[config.mk]
export PLATFORM = sky130hd
export DESIGN_NAME = instruction_decoder
export DESIGN_NICKNAME = d
export VERILOG_FILES = /design/src/rtl/tinker_pkg.sv /design/src/rtl/instruction_fields.sv /design/src/rtl/instruction_decoder.sv
export SDC_FILE = /design/constraint.sdc
export NUM_CORES = 1
export LEC_CHECK = 0
export ABC_AREA = 1
export CAP_MARGIN = 20
export CORE_UTILIZATION = 36
export DETAILED_ROUTE_END_ITERATION = 10
export GPL_TIMING_DRIVEN = 0
export MAX_ROUTING_LAYER = met4
export PLACE_DENSITY_LB_ADDON = 0.1
export SLEW_MARGIN = 10
export SYNTH_ARGS = -nofsm -noshare
export SYNTH_HDL_FRONTEND = slang
export SYNTH_SLANG_ARGS = --single-unit
[constraint.sdc]
create_clock -name clk -period 0.8 [get_ports clk]
set_input_delay 0.08 -clock clk [delete_from_list [all_inputs] [get_ports clk]]
set_output_delay 0.08 -clock clk [all_outputs]
set_load 0.005 [all_outputs]
[src/rtl/tinker_pkg.sv]
// Shared Tinker ISA definitions: opcodes, instruction field positions and the literal type.
package tinker_pkg;

    localparam logic [4:0] OP_AND     = 5'h00;
    localparam logic [4:0] OP_OR      = 5'h01;
    localparam logic [4:0] OP_XOR     = 5'h02;
    localparam logic [4:0] OP_NOT     = 5'h03;
    localparam logic [4:0] OP_SHFTR   = 5'h04;
    localparam logic [4:0] OP_SHFTRI  = 5'h05;
    localparam logic [4:0] OP_SHFTL   = 5'h06;
    localparam logic [4:0] OP_SHFTLI  = 5'h07;
    localparam logic [4:0] OP_BR      = 5'h08;
    localparam logic [4:0] OP_BRR_R   = 5'h09;
    localparam logic [4:0] OP_BRR_L   = 5'h0A;
    localparam logic [4:0] OP_BRNZ    = 5'h0B;
    localparam logic [4:0] OP_CALL    = 5'h0C;
    localparam logic [4:0] OP_RETURN  = 5'h0D;
    localparam logic [4:0] OP_BRGT    = 5'h0E;
    localparam logic [4:0] OP_PRIV    = 5'h0F;
    localparam logic [4:0] OP_MOV_MR  = 5'h10;
    localparam logic [4:0] OP_MOV_RR  = 5'h11;
    localparam logic [4:0] OP_MOV_RL  = 5'h12;
    localparam logic [4:0] OP_MOV_RM  = 5'h13;
    localparam logic [4:0] OP_ADDF    = 5'h14;
    localparam logic [4:0] OP_SUBF    = 5'h15;
    localparam logic [4:0] OP_MULF    = 5'h16;
    localparam logic [4:0] OP_DIVF    = 5'h17;
    localparam logic [4:0] OP_ADD     = 5'h18;
    localparam logic [4:0] OP_ADDI    = 5'h19;
    localparam logic [4:0] OP_SUB     = 5'h1A;
    localparam logic [4:0] OP_SUBI    = 5'h1B;
    localparam logic [4:0] OP_MUL     = 5'h1C;
    localparam logic [4:0] OP_DIV     = 5'h1D;

    localparam int unsigned OPCODE_MSB = 31;
    localparam int unsigned OPCODE_LSB = 27;
    localparam int unsigned RD_MSB     = 26;
    localparam int unsigned RD_LSB     = 22;
    localparam int unsigned RS_MSB     = 21;
    localparam int unsigned RS_LSB     = 17;
    localparam int unsigned RT_MSB     = 16;
    localparam int unsigned RT_LSB     = 12;
    localparam int unsigned LIT_MSB    = 11;
    localparam int unsigned LIT_LSB    = 0;

    typedef logic [63:0] literal_t;

    // Register-immediate forms read and write the same register, so rs is taken from rd.
    function automatic logic is_reg_imm(input logic [4:0] op);
        case (op)
            OP_SHFTRI, OP_SHFTLI, OP_MOV_RL, OP_ADDI, OP_SUBI: return 1'b1;
            default: return 1'b0;
        endcase
    endfunction

endpackage

[src/rtl/instruction_fields.sv]
// Combinational field slicer: splits an instruction word, substitutes rs and extends the literal.
module instruction_fields
    import tinker_pkg::*;
(
    input  logic [31:0] i_instr,
    output logic [4:0]  o_opcode,
    output logic [4:0]  o_rd,
    output logic [4:0]  o_rs,
    output logic [4:0]  o_rt,
    output literal_t    o_literal
);

    logic [4:0] w_opcode;
    logic [4:0] w_rd;
    logic [4:0] w_rs_raw;

    assign w_opcode  = i_instr[OPCODE_MSB:OPCODE_LSB];
    assign w_rd      = i_instr[RD_MSB:RD_LSB];
    assign w_rs_raw  = i_instr[RS_MSB:RS_LSB];

    assign o_opcode  = w_opcode;
    assign o_rd      = w_rd;
    assign o_rs      = is_reg_imm(w_opcode) ? w_rd : w_rs_raw;
    assign o_rt      = i_instr[RT_MSB:RT_LSB];
    // Zero-extended; branch consumers sign-extend bit 11 themselves.
    assign o_literal = literal_t'(i_instr[LIT_MSB:LIT_LSB]);

endmodule

[src/rtl/instruction_decoder.sv]
// Registered Tinker instruction decoder: combinational field slice followed by one output stage.
module instruction_decoder
    import tinker_pkg::*;
(
    input  logic        clk,
    input  logic        reset_n,
    input  logic        instr_valid,
    input  logic [31:0] instructionLine,
    output logic        dec_valid,
    output logic [4:0]  opcode,
    output logic [4:0]  rd,
    output logic [4:0]  rs,
    output logic [4:0]  rt,
    output literal_t    literal
);

    logic [4:0] w_opcode;
    logic [4:0] w_rd;
    logic [4:0] w_rs;
    logic [4:0] w_rt;
    literal_t   w_literal;

    logic       r_valid;
    logic [4:0] r_opcode;
    logic [4:0] r_rd;
    logic [4:0] r_rs;
    logic [4:0] r_rt;
    literal_t   r_literal;

    instruction_fields u_fields (
        .i_instr   (instructionLine),
        .o_opcode  (w_opcode),
        .o_rd      (w_rd),
        .o_rs      (w_rs),
        .o_rt      (w_rt),
        .o_literal (w_literal)
    );

    // Fields load only on a valid word and otherwise hold the last decode.
    always_ff @(posedge clk or negedge reset_n) begin
        if (!reset_n) begin
            r_valid   <= 1'b0;
            r_opcode  <= '0;
            r_rd      <= '0;
            r_rs      <= '0;
            r_rt      <= '0;
            r_literal <= '0;
        end else begin
            r_valid <= instr_valid;
            if (instr_valid) begin
                r_opcode  <= w_opcode;
                r_rd      <= w_rd;
                r_rs      <= w_rs;
                r_rt      <= w_rt;
                r_literal <= w_literal;
            end
        end
    end

    assign dec_valid = r_valid;
    assign opcode    = r_opcode;
    assign rd        = r_rd;
    assign rs        = r_rs;
    assign rt        = r_rt;
    assign literal   = r_literal;

endmodule

==> results.ini, run 1 <==
[cells_and_area]
n_antenna_cell=0
layout_common_cells=nand2_1 (81), buf_4 (69), conb_1 (52)
fill_cells=466
syn2layout_area_growth_pct=57.55
drive_gt1_share_pct=37.18
final_cells=422
final_area_sq_mm=0.002781
layout.nets=389
final_common_cell=nand2_1

[route]
viasPerCell=3.718
wl_per_cell_um=9.270
vias=1569
antenna_left=0
drtIter0Drc=87
firstDrtPassIters=6
finalWirelength_mm=3.912
remaining_drc_errors=0

[logic_synthesis]
yosys_register_bits=33
yosysSeqAreaShare_pct=46.78
syn-cell-area_sq_mm=0.001765
avgSynthCellArea_sq_um=8.211
syn_inst=215
ys.warnings.count=0
ys_types=14

[worst_setup_path]
crit_arrival_ps=800
startpoint_type=register
endpoint_kind=output pin
critPathKind=reg2out
cpPeakStageDelay_ps=380
path_cells=buf_2
path_delay_family=flip-flops
slowest_stage=dfrtp_1
worst-path-buf-inv=1
worstPathMaxFanout=2
cp_data_required_time_ps=720

[power]
power.density_mw_per_mm2=1551
ir_drop_mv=0.8054
cellLeakagePower_nw=1.654
p_total_mw=4.314

[floorplan]
die_x_um=72.03
die_h_um=72.03
rows=25
die_area_sq_mm=0.005188
core_sq_mm=0.004723
initial_core_util_pct=37.38
io_pins=120

[timing]
setup_viol=34
tightest_slew_ps=749.8
fin_ws_ps=-78.54
clock_skew_ps=0
fmax_ghz=1.138
hold_violations=33
tns_ps=-2173
fin_crit_ps=878.5
whs_ps=-147.3
final_max_slew_viol_count=0
rsz0062_at_grt=true
fin_crit_sh_pct=109.8
maxSlewHeadroom_pct=50.01

[cts]
clkSinkCount=33
cts_tree=yes
cts_root_buffer=clkbuf_8
cts_buffer_depth=2
clk_latency_ps=280
cts-buffers-inserted=5
clk_pin_slew_worst_paths_ps=70
h-tree-depth=2

[global_routing]
gr-total-overflow=0
grt_usage_pct=16.07
antenna_found_initial=0
grt_start_max_net_pins=34
grt_pass1_vias=1368
grt_pass1_wl_mm=6.106

[placed_design]
io_buffers=67
placed_area_sq_mm=0.002706
hpwl_mm=2.850
dp.cells=400
place_congestion=0.7908

[status]
violations=hold timing, setup timing
outcome=finished, violations left

[worst_hold_path]
hold_path.class=in2async

[flow_run]
cap_violations=0

==> worst paths after layout <==
| check | to | cells past startpoint | start | slack (ps) |
|---|---|---|---|---|
| worst max-delay path | literal[1] | 1 | literal[1]$_DFFE_PN0P_ | -80 |
| worst min-delay path | rs[1]$_DFFE_PN0P_ | 1 | reset_n | -150 |
| worst max register to register | opcode[3]$_DFFE_PN0P_ | 4 | opcode[3]$_DFFE_PN0P_ | -10 |
| worst min register to register | literal[3]$_DFFE_PN0P_ | 2 | literal[3]$_DFFE_PN0P_ | 470 |
| max in group asynchronous | rd[2]$_DFFE_PN0P_ | 1 | reset_n | 460 |
| min in group clk | opcode[4]$_DFFE_PN0P_ | 3 | instructionLine[31] | 40 |
==> metrics by stage <==
step / util [%] / setup slack [ps]
2_1_floorplan: - / 83.60
3_3_place_gp: 57.40 / -1050
3_5_place_dp: 57.30 / -528.6
4_1_cts: 57.93 / -92.41
5_1_grt: 58.89 / -118.2
6_report: 58.89 / -78.54
==> state kept, by name, summed over array words and instances (netlist names) <==
register	flops
dec_valid	1
literal	12
rt	5
rs	5
opcode	5
rd	5
==> cell families after synthesis <==
logic type | after synthesis | share of synthesized area [%]
and+or+nand+nor | 100 | 22.96
buffers and inverters | 73 | 27.78
DFF | 33 | 46.78
AOI/OAI and AO/OA | 8 | 2.268
other | 1 | 0.2124
==> what timing repair did <==
| item | in CTS | in global routing |
|---|---|---|
| resized for setup | 151 | 8 |
| endpoints found under the setup margin | 65 | 38 |
| pin swaps | 5 | 7 |
| hold endpoints to repair | 33 | 33 |
| setup buffers | 7 | 7 |
==> power by group <==
group / total [mW] / switching [mW] / internal, mW
clock network: 1.39 / 0.612 / 0.777
registers: 1.89 / 0.0669 / 1.82
logic: 1.04 / 0.449 / 0.586
total: 4.31 / 1.13 / 3.19
==> synth_stat cells <==
cell type,instances,area (sq um)
nand3_1,10,50.05
inv_1,12,45.04
nand2_1,83,311.6
nand2_2,1,6.260
nor2_4,1,11.26
nand2_4,1,11.26
conb_1,1,3.750
dfrtp_1,33,825.8
buf_2,5,25.02
buf_4,52,390.4
buf_6,2,22.52
o21ai_1,8,40.04
inv_2,2,7.510
nor2_1,4,15.01
==> metal layers <==
layer,track usage [%],vias up,share of wire (%)
met4,8.497,0,2.1
met2,26.00,75,47
li1,-,820,-
met3,3.611,7,7.2
met1,18.72,667,43
met5,-,-,0
==> final cells by class <==
type | count | area [sq um] | share of cell area, %
Multi-Input combinational cell | 160 | 678.2 | 24.38
Inverter | 14 | 52.55 | 1.889
Timing Repair Buffer | 81 | 591.8 | 21.28
Buffer | 59 | 447.9 | 16.10
Tap cell | 67 | 83.83 | 3.014
Sequential cell | 33 | 825.8 | 29.69
Clock inverter | 1 | 5.005 | 0.1799
Clock buffer | 7 | 96.34 | 3.464
Note: power is estimated with default switching activity, not from simulation.
==> run 2, diff against run 1 <==
Settings changed: ABC_CLOCK_PERIOD_IN_PS set to 800, CORE_MARGIN set to 2.
==> run 2 against run 1 <==
Against the previous run:
- the run still ends with hold timing, setup timing left
- design area fell by 0.45%
- sequential power hardly changed
- clock skew stayed put
- flip-flop and latch count did not move
- final cell count is 0.47% lower
- critical endpoint is now rt[3]
- largest power group unchanged
==> results.ini, run 2 (same netlist as run 1, synthesis figures left out) <==
[status]
outcome=finished, violations left
violations=hold timing, setup timing

[route]
finalWirelength_mm=4.063
remaining_drc_errors=0
viasPerCell=3.733
drtIter0Drc=56
firstDrtPassIters=4
antenna_left=0
wl_per_cell_um=9.674
vias=1568

[worst_setup_path]
setup.worst_path.end=rt[3]
reg2reg_depth=4
slowest_stage=dfrtp_1
worst-path-buf-inv=1
r2r-end=literal[3]$_DFFE_PN0P_
reg2reg_slack_ps=-30
worstSetupStartpoint=rt[3]$_DFFE_PN0P_
r2r-start=literal[3]$_DFFE_PN0P_
crit_arrival_ps=800
crit_cells=1
cpPeakStageDelay_ps=390
startpoint_type=register
cp_data_required_time_ps=720
critPathKind=reg2out
path_cells=buf_2
worstPathMaxFanout=2
endpoint_kind=output pin
path_delay_family=flip-flops

[floorplan]
die_h_um=74.03
rows=25
die_area_sq_mm=0.005480
io_pins=120
core_sq_mm=0.004723
initial_core_util_pct=37.38
die_x_um=74.03

[power]
p_total_mw=4.074
ir_drop_mv=0.7503
cellLeakagePower_nw=1.639
power.density_mw_per_mm2=1471

[placed_design]
io_buffers=67
dp_slack_ps=-517.2
hpwl_mm=3.062
place_congestion=0.8136

[cells_and_area]
regArea_sq_um=825.8
fill_cells=467
drive_gt1_share_pct=37.96
n_antenna_cell=0
final_core_util_pct=58.62
syn2layout_area_growth_pct=56.84
layout.nets=389
largest_reg_flops=12
final_common_cell=nand2_1
layout_common_cells=nand2_1 (80), buf_4 (70), conb_1 (52)
multi_input_comb_area_sq_um=688.2

[cts]
clk_pin_slew_worst_paths_ps=60
cts_buffer_depth=2
cts_root_buffer=clkbuf_8
cts_tree=yes
clkSinkCount=33
h-tree-depth=2
clk_latency_ps=280
cts-buffers-inserted=5

[timing]
fmax_ghz=1.132
fin_ws_ps=-83.20
hold_violations=33
rsz0062_at_grt=true
fin_crit_sh_pct=110.4
maxSlewHeadroom_pct=50.19
setup_viol=34
whs_ps=-140.9
tightest_slew_ps=747.2
fin_crit_ps=883.2
final_max_slew_viol_count=0
clock_skew_ps=0

[global_routing]
grt_start_max_net_pins=34
gr-total-overflow=0
grt_usage_pct=15.58
antenna_found_initial=0
grt_pass1_vias=1434
grt_pass1_wl_mm=6.279

[worst_hold_path]
hold_path.class=in2async

[flow_run]
cap_violations=0

run 2: cell count changes in the layout (fill, tap and decap cells not counted):
| cell | previous run | this run |
|---|---|---|
| buf_2 | 35 | 36 |
| buf_4 | 69 | 70 |
| buf_6 | 3 | 2 |
| clkbuf_2 | 3 | 1 |
| clkbuf_8 | 7 | 5 |
| clkdlybuf4s15_2 | 0 | 1 |
| inv_2 | 3 | 2 |
| inv_4 | 0 | 1 |
| nand2_1 | 81 | 80 |
| nand2_2 | 2 | 3 |
| nor2_1 | 3 | 0 |
| nor2_2 | 1 | 4 |
run 2: area by class of cell:
class | instances | area share, %
tap | 67 | 3.028
clock inverter | 1 | 0.1807
sequential | 33 | 29.82
multi-input combinational | 160 | 24.85
buffer | 59 | 16.18
timing repair buffer | 81 | 21.46
inverter | 14 | 1.988
clock buffer | 5 | 2.485
run 2: power breakdown:
group / switching [mW] / internal, mW
clock network: 0.568 / 0.571
registers: 0.0702 / 1.82
logic: 0.453 / 0.589
run 2: worst min path at each step:
stage,slack [ps],start,depth (start not counted),endpoint
finish,-140,reset_n,1,rs[1]$_DFFE_PN0P_
global route,-60,reset_n,1,rd[4]$_DFFE_PN0P_
CTS,-100,reset_n,1,opcode[4]$_DFFE_PN0P_
detailed placement,200,reset_n,1,rs[1]$_DFFE_PN0P_
global placement,450,rt[1]$_DFFE_PN0P_,2,rt[1]$_DFFE_PN0P_
floorplan,-220,reset_n,0,dec_valid$_DFF_PN0_
run 2: timing repair:
action,CTS,global route
buffers inserted,8,6
resized for setup,158,7
pin swaps,8,6
hold endpoints to repair,33,33
endpoints found under the setup margin,65,38
run 2: metrics by stage:
step                      cells  setup TNS, ps  area (sq um)
after CTS                   414          -2397          2726
after global placement      400         -51810          2711
after detailed placement    400         -16700          2706
after floorplan             266              0          1957
after global routing        420          -3154          2769
final                       420          -2047          2769
run 2: per-layer routing:
layer  part of all wire [%]  wire length, um  track usage [%]
met5                      0                0                -
met2                     52             2125            26.29
met4                    1.6               65            6.061
met1                     38             1540            17.46
met3                    8.2              332            4.336
==> run 3, diff against run 2 <==
Settings changed: ABC_CLOCK_PERIOD_IN_PS 800 to not set.
==> results of run 3 <==
Same layout as run 2: the final DEF is identical, and so are final timing and power.
